File: src/rtl/ex_mdu_pkg.sv
// Shared RV32M constants and decode helpers for the EX-stage multiply/divide unit.
package ex_mdu_pkg;

  localparam int unsigned FUNCT3_W   = 3;
  localparam int unsigned FUNCT7_W   = 7;
  localparam int unsigned REG_ADDR_W = 5;

  localparam logic [FUNCT3_W-1:0] INST_MUL    = 3'b000;
  localparam logic [FUNCT3_W-1:0] INST_MULH   = 3'b001;
  localparam logic [FUNCT3_W-1:0] INST_MULHSU = 3'b010;
  localparam logic [FUNCT3_W-1:0] INST_MULHU  = 3'b011;
  localparam logic [FUNCT3_W-1:0] INST_DIV    = 3'b100;
  localparam logic [FUNCT3_W-1:0] INST_DIVU   = 3'b101;
  localparam logic [FUNCT3_W-1:0] INST_REM    = 3'b110;
  localparam logic [FUNCT3_W-1:0] INST_REMU   = 3'b111;

  localparam logic [FUNCT7_W-1:0] INST_FUNCT7_M = 7'b0000001;

  function automatic logic is_div_op(input logic [FUNCT3_W-1:0] f3);
    return f3[2];
  endfunction

  function automatic logic is_rem_op(input logic [FUNCT3_W-1:0] f3);
    return f3[1];
  endfunction

  function automatic logic is_signed_div(input logic [FUNCT3_W-1:0] f3);
    return ~f3[0];
  endfunction

endpackage

File: src/rtl/mdu_div_iter.sv
// Unsigned restoring divider core: one quotient bit per cycle for XLEN cycles after start.
module mdu_div_iter #(
  parameter int unsigned XLEN = 32
) (
  input  logic            clk,
  input  logic            rst,
  input  logic            start_i,
  input  logic            abort_i,
  input  logic [XLEN-1:0] dividend_i,
  input  logic [XLEN-1:0] divisor_i,
  output logic            done_o,
  output logic [XLEN-1:0] quot_o,
  output logic [XLEN-1:0] rem_o
);

  localparam int unsigned CNT_W = (XLEN > 1) ? $clog2(XLEN) : 1;

  logic             busy_q, busy_d;
  logic             done_d;
  logic [CNT_W-1:0] cnt_q, cnt_d;
  logic [XLEN-1:0]  dvs_q, dvs_d;
  logic [XLEN-1:0]  quot_d, rem_d;
  logic [XLEN:0]    shifted, trial;

  // Quotient shifts out of quot_o into the partial remainder; a non-negative trial keeps the subtraction.
  always_comb begin
    busy_d  = busy_q;
    cnt_d   = cnt_q;
    dvs_d   = dvs_q;
    quot_d  = quot_o;
    rem_d   = rem_o;
    done_d  = 1'b0;
    shifted = {rem_o, quot_o[XLEN-1]};
    trial   = shifted - {1'b0, dvs_q};
    if (abort_i) begin
      busy_d = 1'b0;
    end else if (start_i) begin
      busy_d = 1'b1;
      cnt_d  = '0;
      dvs_d  = divisor_i;
      quot_d = dividend_i;
      rem_d  = '0;
    end else if (busy_q) begin
      rem_d  = trial[XLEN] ? shifted[XLEN-1:0] : trial[XLEN-1:0];
      quot_d = {quot_o[XLEN-2:0], ~trial[XLEN]};
      cnt_d  = cnt_q + CNT_W'(1);
      if (cnt_q == CNT_W'(XLEN-1)) begin
        busy_d = 1'b0;
        done_d = 1'b1;
      end
    end
  end

  always_ff @(posedge clk or posedge rst) begin
    if (rst) begin
      busy_q <= 1'b0;
      cnt_q  <= '0;
      dvs_q  <= '0;
      quot_o <= '0;
      rem_o  <= '0;
      done_o <= 1'b0;
    end else begin
      busy_q <= busy_d;
      cnt_q  <= cnt_d;
      dvs_q  <= dvs_d;
      quot_o <= quot_d;
      rem_o  <= rem_d;
      done_o <= done_d;
    end
  end

endmodule

File: src/rtl/ex_mdu.sv
// RV32M multiply/divide unit beside the EX-stage ALU; stalls the front end while busy.
// Divide support is built only when MDU_DIV_EN is defined; otherwise divide ops raise illegal_o.
module ex_mdu
  import ex_mdu_pkg::*;
#(
  parameter int unsigned XLEN = 32
) (
  input  logic                  clk,
  input  logic                  rst,
  input  logic                  start_i,
  input  logic [FUNCT3_W-1:0]   funct3_i,
  input  logic [XLEN-1:0]       op1_i,
  input  logic [XLEN-1:0]       op2_i,
  input  logic [REG_ADDR_W-1:0] rd_addr_i,
  input  logic                  flush_i,
  output logic                  hold_flag_o,
  output logic                  done_o,
  output logic [XLEN-1:0]       rd_data_o,
  output logic [REG_ADDR_W-1:0] rd_addr_o,
  output logic                  rd_wen_o,
  output logic                  illegal_o
);

  typedef enum logic [1:0] {
    S_IDLE = 2'd0,
    S_MUL  = 2'd1,
    S_DIV  = 2'd2,
    S_DONE = 2'd3
  } state_t;

  state_t                state_q, state_d;
  logic [XLEN-1:0]       op1_q, op1_d, op2_q, op2_d;
  logic [FUNCT3_W-1:0]   funct3_q, funct3_d;
  logic [REG_ADDR_W-1:0] rd_addr_q, rd_addr_d;
  logic                  done_d, wen_d, ill_d;
  logic [XLEN-1:0]       rd_data_d;
  logic [REG_ADDR_W-1:0] rd_addr_out_d;
  logic                  fin;

  // Multiplier: operands extended to 2*XLEN so one unsigned product covers all signedness mixes.
  logic                  a_sgn, b_sgn;
  logic [2*XLEN-1:0]     mul_a, mul_b, prod;

  always_comb begin
    a_sgn = ((funct3_q == INST_MULH) || (funct3_q == INST_MULHSU)) & op1_q[XLEN-1];
    b_sgn = (funct3_q == INST_MULH) & op2_q[XLEN-1];
    mul_a = {{XLEN{a_sgn}}, op1_q};
    mul_b = {{XLEN{b_sgn}}, op2_q};
    prod  = mul_a * mul_b;
  end

`ifdef MDU_DIV_EN
  localparam logic [XLEN-1:0] MIN_NEG = {1'b1, {(XLEN-1){1'b0}}};

  logic            div_run_q, div_run_d;
  logic            div_start_c;
  logic            div_done;
  logic [XLEN-1:0] div_quot, div_rem;
  logic            div_sgn, div_rem_op, op1_neg, op2_neg;
  logic            div_by_zero, div_ovf;
  logic [XLEN-1:0] dvd_mag, dvs_mag, q_fix, r_fix;

  // Sign handling and special cases live here; the core only sees magnitudes.
  always_comb begin
    div_sgn     = is_signed_div(funct3_q);
    div_rem_op  = is_rem_op(funct3_q);
    op1_neg     = div_sgn & op1_q[XLEN-1];
    op2_neg     = div_sgn & op2_q[XLEN-1];
    dvd_mag     = op1_neg ? -op1_q : op1_q;
    dvs_mag     = op2_neg ? -op2_q : op2_q;
    div_by_zero = (op2_q == '0);
    div_ovf     = div_sgn && (op1_q == MIN_NEG) && (op2_q == '1);
    q_fix       = (op1_neg ^ op2_neg) ? -div_quot : div_quot;
    r_fix       = op1_neg ? -div_rem : div_rem;
  end

  mdu_div_iter #(.XLEN(XLEN)) u_div (
    .clk        (clk),
    .rst        (rst),
    .start_i    (div_start_c),
    .abort_i    (flush_i),
    .dividend_i (dvd_mag),
    .divisor_i  (dvs_mag),
    .done_o     (div_done),
    .quot_o     (div_quot),
    .rem_o      (div_rem)
  );
`endif

  assign hold_flag_o = ((state_q == S_IDLE) && start_i) || (state_q == S_MUL)
`ifdef MDU_DIV_EN
                       || (state_q == S_DIV)
`endif
                       ;

  // Next-state and registered-output logic; flush overrides everything at the end.
  always_comb begin
    state_d       = state_q;
    op1_d         = op1_q;
    op2_d         = op2_q;
    funct3_d      = funct3_q;
    rd_addr_d     = rd_addr_q;
    rd_data_d     = rd_data_o;
    rd_addr_out_d = rd_addr_o;
    done_d        = 1'b0;
    wen_d         = 1'b0;
    ill_d         = 1'b0;
    fin           = 1'b0;
`ifdef MDU_DIV_EN
    div_run_d     = div_run_q;
    div_start_c   = 1'b0;
`endif
    case (state_q)
      S_IDLE: begin
        if (start_i) begin
          op1_d     = op1_i;
          op2_d     = op2_i;
          funct3_d  = funct3_i;
          rd_addr_d = rd_addr_i;
          if (is_div_op(funct3_i)) begin
`ifdef MDU_DIV_EN
            state_d   = S_DIV;
            div_run_d = 1'b0;
`else
            ill_d     = 1'b1;
`endif
          end else begin
            state_d = S_MUL;
          end
        end
      end
      S_MUL: begin
        rd_data_d = (funct3_q == INST_MUL) ? prod[XLEN-1:0] : prod[2*XLEN-1:XLEN];
        fin       = 1'b1;
      end
`ifdef MDU_DIV_EN
      S_DIV: begin
        if (!div_run_q) begin
          if (div_by_zero) begin
            rd_data_d = div_rem_op ? op1_q : '1;
            fin       = 1'b1;
          end else if (div_ovf) begin
            rd_data_d = div_rem_op ? '0 : op1_q;
            fin       = 1'b1;
          end else begin
            div_start_c = 1'b1;
            div_run_d   = 1'b1;
          end
        end else if (div_done) begin
          rd_data_d = div_rem_op ? r_fix : q_fix;
          div_run_d = 1'b0;
          fin       = 1'b1;
        end
      end
`endif
      S_DONE: begin
        state_d = S_IDLE;
      end
      default: begin
        state_d = S_IDLE;
      end
    endcase
    if (fin) begin
      state_d       = S_DONE;
      done_d        = 1'b1;
      wen_d         = (rd_addr_q != '0);
      rd_addr_out_d = rd_addr_q;
    end
    if (flush_i) begin
      state_d       = S_IDLE;
      rd_data_d     = rd_data_o;
      rd_addr_out_d = rd_addr_o;
      done_d        = 1'b0;
      wen_d         = 1'b0;
      ill_d         = 1'b0;
`ifdef MDU_DIV_EN
      div_run_d     = 1'b0;
      div_start_c   = 1'b0;
`endif
    end
  end

  always_ff @(posedge clk or posedge rst) begin
    if (rst) begin
      state_q   <= S_IDLE;
      op1_q     <= '0;
      op2_q     <= '0;
      funct3_q  <= '0;
      rd_addr_q <= '0;
      rd_data_o <= '0;
      rd_addr_o <= '0;
      done_o    <= 1'b0;
      rd_wen_o  <= 1'b0;
      illegal_o <= 1'b0;
`ifdef MDU_DIV_EN
      div_run_q <= 1'b0;
`endif
    end else begin
      state_q   <= state_d;
      op1_q     <= op1_d;
      op2_q     <= op2_d;
      funct3_q  <= funct3_d;
      rd_addr_q <= rd_addr_d;
      rd_data_o <= rd_data_d;
      rd_addr_o <= rd_addr_out_d;
      done_o    <= done_d;
      rd_wen_o  <= wen_d;
      illegal_o <= ill_d;
`ifdef MDU_DIV_EN
      div_run_q <= div_run_d;
`endif
    end
  end

endmodule
File: config.mk
export PLATFORM = sky130hd
export DESIGN_NAME = ex_mdu
export DESIGN_NICKNAME = d
export VERILOG_FILES = /design/src/rtl/ex_mdu_pkg.sv /design/src/rtl/mdu_div_iter.sv /design/src/rtl/ex_mdu.sv
export SDC_FILE = /design/constraint.sdc
export NUM_CORES = 2
export LEC_CHECK = 0
export ABC_CLOCK_PERIOD_IN_PS = 18050
export CORE_MARGIN = 2
export CORE_UTILIZATION = 40
export DETAILED_ROUTE_END_ITERATION = 10
export PLACE_DENSITY = 0.65
export RECOVER_POWER = 25
export SYNTH_ARGS = -nofsm -noshare
export SYNTH_HDL_FRONTEND = slang
export SYNTH_SLANG_ARGS = --single-unit
export TNS_END_PERCENT = 30
File: constraint.sdc
create_clock -name clk -period 18.05 [get_ports clk]
set_clock_uncertainty 0.05 [all_clocks]
set_input_delay 3.61 -clock clk [delete_from_list [all_inputs] [get_ports clk]]
set_output_delay 3.61 -clock clk [all_outputs]
set_load 0.1 [all_outputs]
==> run metrics <==
outcome=finished with violations; violated checks=max-capacitance violations, max-slew violations; Buffers on Ports=116; worst slew pin tran=3.83 ns; cell seen most often among critical-path stages=fa_1; worst-skew pair later-pin latency=0.50 ns; # diodes=0; Die Wd=331 microns; chip height=331 microns; worst hold start=rd_addr_o[4]$_DFFE_PP0P_; layout cell share with drive strength beyond 1=4.34%; post-CTS setup buffers=0; clk sinks=114; Synth async-reset ratio=100%; via count=30.3k; fill cell count=10.2k; HPWL Detailed=88600 microns; syn avg cell area=9.21 sq um; final hold violation count=0; Reg2Reg Launch Point=op1_q[31]$_DFFE_PP0P_; aggregate global-route resource usage=21.1%; I/O pin count=117; Sum Neg Setup Slack=0 ns; first-pass GRT wire length=180000 microns; maxcap violations=2; slowest cell delay on critical path=0.78 ns; fin crit period=9.27 ns; H-tree Lvls=4; Hold Crit Class=flip-flop to flip-flop; area grow syn2layout=7.09%; Slowest cell on crit path=fa_1; Slew HR=-157%; cts hold-fix bufs=0; DRT Wirelength=108000 microns; CTS Buf Count=17; Critical Path AT=9.56 ns; largest net degree at the start of global routing=82; post-synthesis register bit count=114; Slew Viols, Final=126; Data required, critical path=18.35 ns; final core utilization=43.3%; ANT nets after route=0; Mapped Cells=4629; vias in the first global route=33.4k; dpl cells=5942; predominant post-synthesis flop cell=dfrtp_1; WL/cell=18.0 microns; count of cell types in the netlist=63; Synth warnings=0; First DRT Iteration DRCs=1969; number of remaining DRC errors=0; net count after synthesis=6042; Post-Syn Area=42600 sq um; root buf cell=clkbuf_16; crit end category=flip-flop; Setup violations, final=0; Congestion Overflow GR=0; non-filler cells in the finished layout=5974; post-CTS sizing=0; Placer Congestion=0.928; Critical Path Start=op1_q[31]$_DFFE_PP0P_; Core Footprint=106000 sq um; Clock Pin Slew Worst Setup and Hold Paths=0.06 ns; RSZ-0062 raised after global routing=no; Max clock buf depth=2; largest fanout on the critical path=35; Seq/Total Area, Yosys=6.69%; vias per std cell=5.07; drt pass-1 iters=6; CTS tree=built; CP Launch Type=flip-flop; Max Freq=108 MHz; die area=109000 sq um; Post-synth EDFFs=0; FP Rows=119; initial antenna violation count=2; crit share post-route=51.3%; CP Class=flip-flop to flip-flop; initial core utilization=40.4%; Net count, final=5983
sequential cells by signal, indices dropped and copies added, names as in the netlist, 2 cells and up:
name / count
state_q: 2
op2_q: 32
funct3_q: 3
rd_addr_q: 5
rd_data_o: 32
op1_q: 32
rd_addr_o: 5
through the flow:
stage | instance area, sq um | hold slack, ns | setup slack (ns)
after floorplan | 42600 | 0.405 | 9.49
after global placement | 45100 | 0.409 | 8.94
after detailed placement | 45100 | 0.417 | 8.71
after CTS | 45700 | 0.433 | 8.70
after global routing | 45700 | 0.461 | 8.26
final | 45700 | 0.430 | 8.78
final timing paths:
kind,end,slack [ns],depth (start not counted)
max,rd_data_o[31]$_DFFE_PP0P_,8.78,28
min in group asynchronous,op1_q[0]$_DFFE_PP0P_,4.67,2
max reg2reg,rd_data_o[31]$_DFFE_PP0P_,8.78,28
max in group asynchronous,op2_q[11]$_DFFE_PP0P_,11.38,2
min reg2reg,rd_addr_o[4]$_DFFE_PP0P_,0.43,2
min,rd_addr_o[4]$_DFFE_PP0P_,0.43,2
per-layer routing:
layer  track usage [%]  up-vias  wire length [microns]
met5                 0        -                      0
li1                  -    13100                      -
met3              1.98      173                   5170
met1              27.6    16100                  44600
met2              37.3      870                  55200
met4              5.90        0                   2830
cells by family after synthesis:
group	share of synthesized area, %
buf+inv	12.8
fa+ha+maj	59.0
simple gates	13.9
compound gates	4.15
flops	6.69
mux	2.02
xor+xnor	1.42
cell usage after synthesis, types with 10 or more instances:
library cell  instances  area share [%]
a211oi_1             12            0.21
a21o_1               22            0.39
a21oi_1              82            0.96
a31oi_1              15            0.22
and2_1              309             4.5
and3_1               16            0.23
buf_2                12            0.14
clkbuf_1            250             2.2
dfrtp_1             114             6.7
fa_1               1125              53
ha_1                212             6.2
inv_1              1176              10
mux2_2               72             1.9
nand2_1             825             7.3
nand3_1              11            0.13
nand4_1              16            0.23
nor2_1               88            0.77
nor3_1               13            0.15
o211ai_1             10            0.18
o21a_1               11            0.19
o21ai_0              53            0.62
o21bai_1             16            0.28
xnor2_1              50             1.0
xor2_1               19            0.39
cell usage in the layout, fill, tap and decap left out, types with 72 or more instances in the layout:
cell type / netlist / layout
and2_1: 309 / 309
inv_1: 1176 / 1175
fa_1: 1125 / 1125
clkdlybuf4s50_1: 0 / 114
ha_1: 212 / 212
a21oi_1: 82 / 82
nand2_1: 825 / 825
buf_4: 0 / 72
nor2_1: 88 / 88
mux2_2: 72 / 72
dfrtp_1: 114 / 112
final cells by class:
cell class	count	area (sq um)	share of cell area [%]
Clock inverter	15	161	0.353
Sequential cell	114	2860	6.25
Multi-Input combinational cell	3072	34400	75.2
Tap cell	1391	1740	3.81
Timing Repair Buffer	189	1710	3.73
Inverter	1176	4420	9.67
Clock buffer	17	425	0.931
critical path: cells and delay by family, from the launching register on:
kind	cells	cell delay [ns]
AND/OR/NAND/NOR	2	0.38
flip-flops	1	0.36
AO/OA/AOI/OAI	8	1.63
buffers and inverters	9	1.68
adder cells (fa/ha/maj)	9	4.97
Power is left out: the tool's default activity adds up to more than one toggle a clock period on the data nets, which glitch-free logic cannot reach.
